`config.mk`:
```
export PLATFORM = sky130hd
export DESIGN_NAME = conv_layer_sequencer
export DESIGN_NICKNAME = d
export VERILOG_FILES = /design/src/rtl/conv_pkg.sv /design/src/rtl/conv_wload.sv /design/src/rtl/conv_layer_sequencer.sv
export SDC_FILE = /design/constraint.sdc
export NUM_CORES = 1
export LEC_CHECK = 0
export CAP_MARGIN = 20
export CORE_MARGIN = 8
export CORE_UTILIZATION = 35
export CTS_CLUSTER_DIAMETER = 150
export DETAILED_ROUTE_END_ITERATION = 8
export REMOVE_ABC_BUFFERS = 1
export SYNTH_ARGS = -nofsm -noshare
export SYNTH_HDL_FRONTEND = slang
export SYNTH_SLANG_ARGS = --single-unit
export TNS_END_PERCENT = 20
```
`constraint.sdc`:
```
create_clock -name aclk -period 6.2 [get_ports aclk]
set_clock_uncertainty 0.15 [all_clocks]
set_input_delay 1.55 -clock aclk [delete_from_list [all_inputs] [get_ports aclk]]
set_output_delay 1.55 -clock aclk [all_outputs]
set_load 0.05 [all_outputs]
```
`src/rtl/conv_pkg.sv`:
```
// Shared types and frame/kernel constants for the streaming 3x3 convolution engine
// and its layer sequencer.
package conv_pkg;

  localparam int unsigned IMG_W      = 128;
  localparam int unsigned IMG_H      = 128;
  localparam int unsigned FRAME_PIX  = IMG_W * IMG_H;
  localparam int unsigned KTAPS      = 9;
  localparam int unsigned PIX_DATA_W = 16;
  localparam int unsigned TAP_W      = 4;

  typedef enum logic [2:0] {
    IDLE,
    LOAD_W,
    START,
    RUN,
    NEXT,
    DONE
  } seq_state_e;

endpackage

```
`src/rtl/conv_wload.sv`:
```
// Kernel weight loader: reads KTAPS consecutive weights and writes each into the
// engine one cycle later. The read address keeps running across kernels.
module conv_wload
  import conv_pkg::*;
#(
  parameter int unsigned WADDR_W = 16
) (
  input  logic                  aclk,
  input  logic                  aresetn,
  input  logic                  start_i,
  input  logic                  abort_i,
  input  logic [WADDR_W-1:0]    addr_i,
  output logic [WADDR_W-1:0]    addr_o,
  output logic                  done_o,
  output logic                  rd_en_o,
  input  logic [PIX_DATA_W-1:0] rd_data_i,
  output logic                  we_o,
  output logic [TAP_W-1:0]      idx_o,
  output logic [PIX_DATA_W-1:0] data_o
);

  logic               rd_q;
  logic               we_q;
  logic [TAP_W-1:0]   tap_q;
  logic [TAP_W-1:0]   idx_q;
  logic [WADDR_W-1:0] addr_q;

  // Read strobe runs for KTAPS cycles; the engine write trails it by one cycle.
  always_ff @(posedge aclk) begin
    if (!aresetn) begin
      rd_q   <= 1'b0;
      we_q   <= 1'b0;
      tap_q  <= '0;
      idx_q  <= '0;
      addr_q <= '0;
    end else if (abort_i) begin
      rd_q  <= 1'b0;
      we_q  <= 1'b0;
      tap_q <= '0;
    end else begin
      we_q  <= rd_q;
      idx_q <= tap_q;
      if (start_i) begin
        rd_q   <= 1'b1;
        tap_q  <= '0;
        addr_q <= addr_i;
      end else if (rd_q) begin
        addr_q <= addr_q + WADDR_W'(1);
        if (tap_q == TAP_W'(KTAPS - 1)) begin
          rd_q <= 1'b0;
        end else begin
          tap_q <= tap_q + TAP_W'(1);
        end
      end
    end
  end

  assign addr_o  = addr_q;
  assign rd_en_o = rd_q;
  assign we_o    = we_q;
  assign idx_o   = idx_q;
  // Memory data arrives with one cycle latency, aligned with the delayed write.
  assign data_o  = rd_data_i;
  assign done_o  = we_q && (idx_q == TAP_W'(KTAPS - 1));

endmodule

```
`src/rtl/conv_layer_sequencer.sv`:
```
// Layer controller: per (oc, ic) pass loads a kernel, arms the accumulator, starts a
// frame and watches the output stream. CONV_SEQ_PERF_EN adds RUN/stall counters.
module conv_layer_sequencer #(
  parameter int unsigned CH_W      = 8,
  parameter int unsigned WADDR_W   = 16,
  parameter int unsigned FRAME_PIX = conv_pkg::FRAME_PIX,
  parameter int unsigned PIX_W     = 15
) (
  input  logic                           aclk,
  input  logic                           aresetn,
  input  logic                           cfg_start,
  input  logic                           cfg_abort,
  input  logic [CH_W-1:0]                cfg_num_ic,
  input  logic [CH_W-1:0]                cfg_num_oc,
  input  logic [WADDR_W-1:0]             cfg_wbase,
  output logic                           busy,
  output logic                           done,
  output logic                           err,
  output logic [CH_W-1:0]                cur_ic,
  output logic [CH_W-1:0]                cur_oc,
  output logic                           wmem_rd_en,
  output logic [WADDR_W-1:0]             wmem_addr,
  input  logic [conv_pkg::PIX_DATA_W-1:0] wmem_rd_data,
  output logic                           eng_w_we,
  output logic [conv_pkg::TAP_W-1:0]     eng_w_idx,
  output logic [conv_pkg::PIX_DATA_W-1:0] eng_w_data,
  output logic                           eng_acc_clr,
  output logic                           eng_acc_last,
  output logic                           eng_frm_start,
`ifdef CONV_SEQ_PERF_EN
  output logic [31:0]                    perf_run_cyc,
  output logic [31:0]                    perf_stall_cyc,
`endif
  input  logic                           obs_tvalid,
  input  logic                           obs_tready,
  input  logic                           obs_tlast
);

  import conv_pkg::*;

  seq_state_e         state_q, state_d;
  logic [CH_W-1:0]    ic_q, ic_d, oc_q, oc_d;
  logic [CH_W-1:0]    ic_last_q, ic_last_d, oc_last_q, oc_last_d;
  logic [PIX_W-1:0]   pix_q, pix_d;
  logic               err_q, err_d;
  logic               busy_q, busy_d, done_q, done_d, frm_q, frm_d;
  logic               clr_q, clr_d, last_q, last_d;
  logic               abort_act, beat, in_pass;
  logic               wl_start, wl_done;
  logic [WADDR_W-1:0] wl_addr_in;

  assign abort_act  = cfg_abort && (state_q != IDLE);
  assign beat       = obs_tvalid && obs_tready;
  assign wl_start   = (state_d == LOAD_W) && (state_q != LOAD_W);
  assign wl_addr_in = (state_q == IDLE) ? cfg_wbase : wmem_addr;

  // Next state, pass bookkeeping and registered-output next values.
  always_comb begin
    state_d   = state_q;
    ic_d      = ic_q;
    oc_d      = oc_q;
    ic_last_d = ic_last_q;
    oc_last_d = oc_last_q;
    pix_d     = pix_q;
    err_d     = err_q;
    if (abort_act) begin
      state_d = IDLE;
    end else begin
      unique case (state_q)
        IDLE: begin
          if (cfg_start && !cfg_abort) begin
            err_d     = 1'b0;
            ic_d      = '0;
            oc_d      = '0;
            ic_last_d = (cfg_num_ic == '0) ? '0 : cfg_num_ic - CH_W'(1);
            oc_last_d = (cfg_num_oc == '0) ? '0 : cfg_num_oc - CH_W'(1);
            state_d   = LOAD_W;
          end
        end
        LOAD_W: if (wl_done) state_d = START;
        START: begin
          pix_d   = '0;
          state_d = RUN;
        end
        RUN: begin
          if (beat) begin
            if (pix_q == PIX_W'(FRAME_PIX - 1)) begin
              if (obs_tlast) begin
                state_d = NEXT;
              end else begin
                err_d   = 1'b1;
                state_d = DONE;
              end
            end else if (obs_tlast) begin
              err_d   = 1'b1;
              state_d = DONE;
            end else begin
              pix_d = pix_q + PIX_W'(1);
            end
          end
        end
        NEXT: begin
          if (ic_q != ic_last_q) begin
            ic_d    = ic_q + CH_W'(1);
            state_d = LOAD_W;
          end else begin
            ic_d    = '0;
            oc_d    = oc_q + CH_W'(1);
            state_d = (oc_q == oc_last_q) ? DONE : LOAD_W;
          end
        end
        DONE:    state_d = IDLE;
        default: state_d = IDLE;
      endcase
    end

    in_pass = (state_d == LOAD_W) || (state_d == START) || (state_d == RUN);
    busy_d  = (state_d != IDLE);
    done_d  = (state_d == DONE);
    frm_d   = (state_d == START);
    clr_d   = in_pass && (ic_d == '0);
    last_d  = in_pass && (ic_d == ic_last_d);
  end

  always_ff @(posedge aclk) begin
    if (!aresetn) begin
      state_q   <= IDLE;
      ic_q      <= '0;
      oc_q      <= '0;
      ic_last_q <= '0;
      oc_last_q <= '0;
      pix_q     <= '0;
      err_q     <= 1'b0;
      busy_q    <= 1'b0;
      done_q    <= 1'b0;
      frm_q     <= 1'b0;
      clr_q     <= 1'b0;
      last_q    <= 1'b0;
    end else begin
      state_q   <= state_d;
      ic_q      <= ic_d;
      oc_q      <= oc_d;
      ic_last_q <= ic_last_d;
      oc_last_q <= oc_last_d;
      pix_q     <= pix_d;
      err_q     <= err_d;
      busy_q    <= busy_d;
      done_q    <= done_d;
      frm_q     <= frm_d;
      clr_q     <= clr_d;
      last_q    <= last_d;
    end
  end

  conv_wload #(
    .WADDR_W (WADDR_W)
  ) u_wload (
    .aclk      (aclk),
    .aresetn   (aresetn),
    .start_i   (wl_start),
    .abort_i   (abort_act),
    .addr_i    (wl_addr_in),
    .addr_o    (wmem_addr),
    .done_o    (wl_done),
    .rd_en_o   (wmem_rd_en),
    .rd_data_i (wmem_rd_data),
    .we_o      (eng_w_we),
    .idx_o     (eng_w_idx),
    .data_o    (eng_w_data)
  );

  assign busy          = busy_q;
  assign done          = done_q;
  assign err           = err_q;
  assign cur_ic        = ic_q;
  assign cur_oc        = oc_q;
  assign eng_acc_clr   = clr_q;
  assign eng_acc_last  = last_q;
  assign eng_frm_start = frm_q;

`ifdef CONV_SEQ_PERF_EN
  logic [31:0] run_cyc_q, stall_cyc_q;

  // Saturating RUN-cycle and stall counters, cleared when a layer is accepted.
  always_ff @(posedge aclk) begin
    if (!aresetn) begin
      run_cyc_q   <= '0;
      stall_cyc_q <= '0;
    end else if ((state_q == IDLE) && cfg_start && !cfg_abort) begin
      run_cyc_q   <= '0;
      stall_cyc_q <= '0;
    end else if (state_q == RUN) begin
      if (run_cyc_q != '1) run_cyc_q <= run_cyc_q + 32'(1);
      if (obs_tvalid && !obs_tready && (stall_cyc_q != '1)) stall_cyc_q <= stall_cyc_q + 32'(1);
    end
  end

  assign perf_run_cyc   = run_cyc_q;
  assign perf_stall_cyc = stall_cyc_q;
`endif

endmodule

```
==> impl_metrics.yaml <==
placed_design:
  dp.cells: 813
  place.gp.congestion: 0.828
  dpl-instance-area_um2: 5700
  dp_hpwl_um: 9840
  io_buffers: 82
logic_synthesis:
  syn_area_per_cell_um2: 8.29
  synth.top_cell.area_share: 0.341
  yosys.area.top_type: "dfxtp_1"
  synthCells: 581
  synth_edf_count: 0
  synth_cell_types: 64
  ys_top_cells_by_area: "dfxtp_1 34%, nand2_1 5.1%, xnor2_1 4.7%, xor2_1 4.5%, nor2_1 4.1%"
  synth_ff_type: "dfxtp_1"
  synthArstFlopShare: 0
  ys_seq_area_frac: 0.341
  yosys_register_bits: 82
  syn_area_um2: 4820
  synth-warning-count: 0
worst_setup_path:
  cp-end-kind: "flip-flop"
  crit_path_max_fanout: 19
  path_cells: "clkdlybuf4s50_1, inv_1, a2111oi_0, nor3_1, o221ai_2, or3_1, buf_4, a22oi_1, o221a_2"
  cp.required_ps: 6280
  max_stage_delay_ps: 700
  start_kind: "input port"
  crit_type: "in2reg"
  crit_arrival_ps: 4670
  crit_buf_inv: 3
  slowest_stage: "clkdlybuf4s50_1"
  crit_family: "buffers and inverters"
finish:
  nets: 708
  drive_gt1_frac: 0.0724
  final_cells: 829
  fin_area_um2: 5990
  diodes: 0
  area_delta_synth_final_pct: 24.3
  most-common-layout-cells: "82 x dfxtp_1, 82 x clkdlybuf4s50_1, 66 x nand2_1, 52 x nor2_1"
  post-route-util: 0.438
status:
  status: "finished, final reports clean"
routing:
  drt-initial-drc-count: 245
  drt-wirelength-per-cell_um: 15.5
  wirelength_um: 12900
  via_per_inst: 5.20
  via_count: 4314
  drc: 0
  detail-route-antenna-nets: 0
  drtPass1Iterations: 6
global_routing:
  overflow: 0
  grt_usage: 0.146
  grt_pass1_wl_um: 21200
  grt_start_max_net_pins: 23
  antenna_found_initial: 0
  grt_pass1_vias: 4372
sta:
  fmax_mhz: 218
  fin_crit_sh: 0.740
  rsz0062_at_grt: "false"
  relSlewSlack: 0.474
  setup-tns-final_ps: 0
  period_minus_slack_ps: 4590
  worst_pin_slew_ps: 789
  final_max_slew_viol_count: 0
  finalHoldViolations: 0
  setup_viol_count_final: 0
floorplanning:
  dieArea_um2: 17800
  die_y_um: 133
  initial_utilization: 0.352
  coreArea_um2: 13700
  num_rows: 43
  die_x_um: 133
  ioPinCount: 115
job:
  drv_cap: 0
clock_network:
  cts_buffers: 9
  cts-root-buf: "clkbuf_16"
  clockBufferDepth: 2
  hold_buffers: 0
  cts_sinks: 82
  tritoncts: "built"
  cts_setup_buffers: 0
  path_clk_slew_ps: 60
  h-tree-depth: 3
  cts_resized: 0
  clk_latency_ps: 340
min_path:
  hold_path.class: "reg2reg"
power:
  worst_ir_drop_vdd_mv: 0.122
  power_density_nw_per_um2: 222
  static-leakage-power_uw: 0.00231
[synthesized netlist by cell type, types with 3 or more instances]
| cell | n |
|---|---|
| nor2b_1 | 10 |
| nand4_1 | 16 |
| o21ai_1 | 3 |
| or2_2 | 3 |
| dfxtp_1 | 82 |
| clkbuf_1 | 13 |
| buf_4 | 16 |
| o221a_2 | 4 |
| nor4_1 | 10 |
| o21ai_0 | 26 |
| a31oi_1 | 5 |
| and2_1 | 22 |
| nand2b_1 | 6 |
| o22ai_1 | 9 |
| xor2_1 | 25 |
| or3_1 | 8 |
| ha_1 | 9 |
| o31ai_1 | 6 |
| a21oi_1 | 19 |
| nor4_4 | 3 |
| mux2i_1 | 15 |
| nand2_1 | 66 |
| mux2_4 | 3 |
| mux2_2 | 3 |
| inv_1 | 18 |
| a21boi_0 | 3 |
| buf_2 | 4 |
| nor2_1 | 52 |
| and3_1 | 5 |
| xnor2_1 | 26 |
| o21a_1 | 4 |
| nand3_1 | 17 |
| nor3_1 | 20 |
| a22oi_1 | 12 |
[area by class of cell]
class	instances	area, µm²
clock buffers	10	229
clock inverters	6	57.6
fillers	1427	7680
inverters	18	67.6
multi-input cells	445	2880
flip-flops and latches	82	1640
well taps	180	225
repair buffers	88	886
[layer usage]
| metal | up-vias | global-route usage | share of wire |
|---|---|---|---|
| met5 | - | 0 | 0 |
| met4 | 0 | 0.0455 | 0.012 |
| met3 | 12 | 0.0505 | 0.057 |
| met2 | 125 | 0.245 | 0.48 |
| met1 | 1997 | 0.171 | 0.45 |
| li1 | 2180 | - | - |
[power by group]
part           internal, µW  leakage [µW]  switching, µW
clock network           309      0.000142            213
logic                   102       0.00150            137
registers               548      0.000666           24.0
[registers in the layout, summed over array words and instances (netlist names), 3 cells and up]
register	count
pix_q	15
u_wload.idx_o	4
oc_last_q	8
state_q	3
u_wload.tap_q	4
cur_ic	8
ic_last_q	8
u_wload.addr_o	16
cur_oc	8
[per-stage QoR]
stage	hold slack [ps]	setup slack [ps]	power (µW)
after global placement	312	1370	816
final	323	1610	1330
after floorplan	294	2170	725
after global routing	350	1360	1400
after detailed placement	317	1250	822
after CTS	328	1600	1350
[cell families after synthesis]
group	Yosys count	synth area share
and+or+nand+nor	252	0.276
DFF	82	0.341
AOI/OAI and AO/OA	112	0.158
xor gates and xnor gates	51	0.0928
buffers and inverters	54	0.0611
muxes	21	0.0475
adders and majority gates	9	0.0234
[final timing paths]
check                              start                        endpoint  slack (ps)  cells after the start
setup reg to reg   state_q[0]$_SDFF_PN0_  u_wload.addr_o[5]$_SDFFE_PN0P_        2800                      8
hold / removal    pix_q[14]$_SDFFE_PN0P_          pix_q[14]$_SDFFE_PN0P_         320                      1
hold reg to reg   pix_q[14]$_SDFFE_PN0P_          pix_q[14]$_SDFFE_PN0P_         320                      1
setup / recovery               cfg_abort  u_wload.addr_o[5]$_SDFFE_PN0P_        1610                      9
[worst register-to-register path, cell delays in order (launching register included)]
cell and delay [ps]:
dfxtp_1 640, nand4b_1 150, nor4_1 500, nor3_1 170, o221ai_2 290, or3_1 680
buf_4 350, a22oi_1 90, o221a_2 270
No activity file was read; power rests on OpenSTA's default activity.
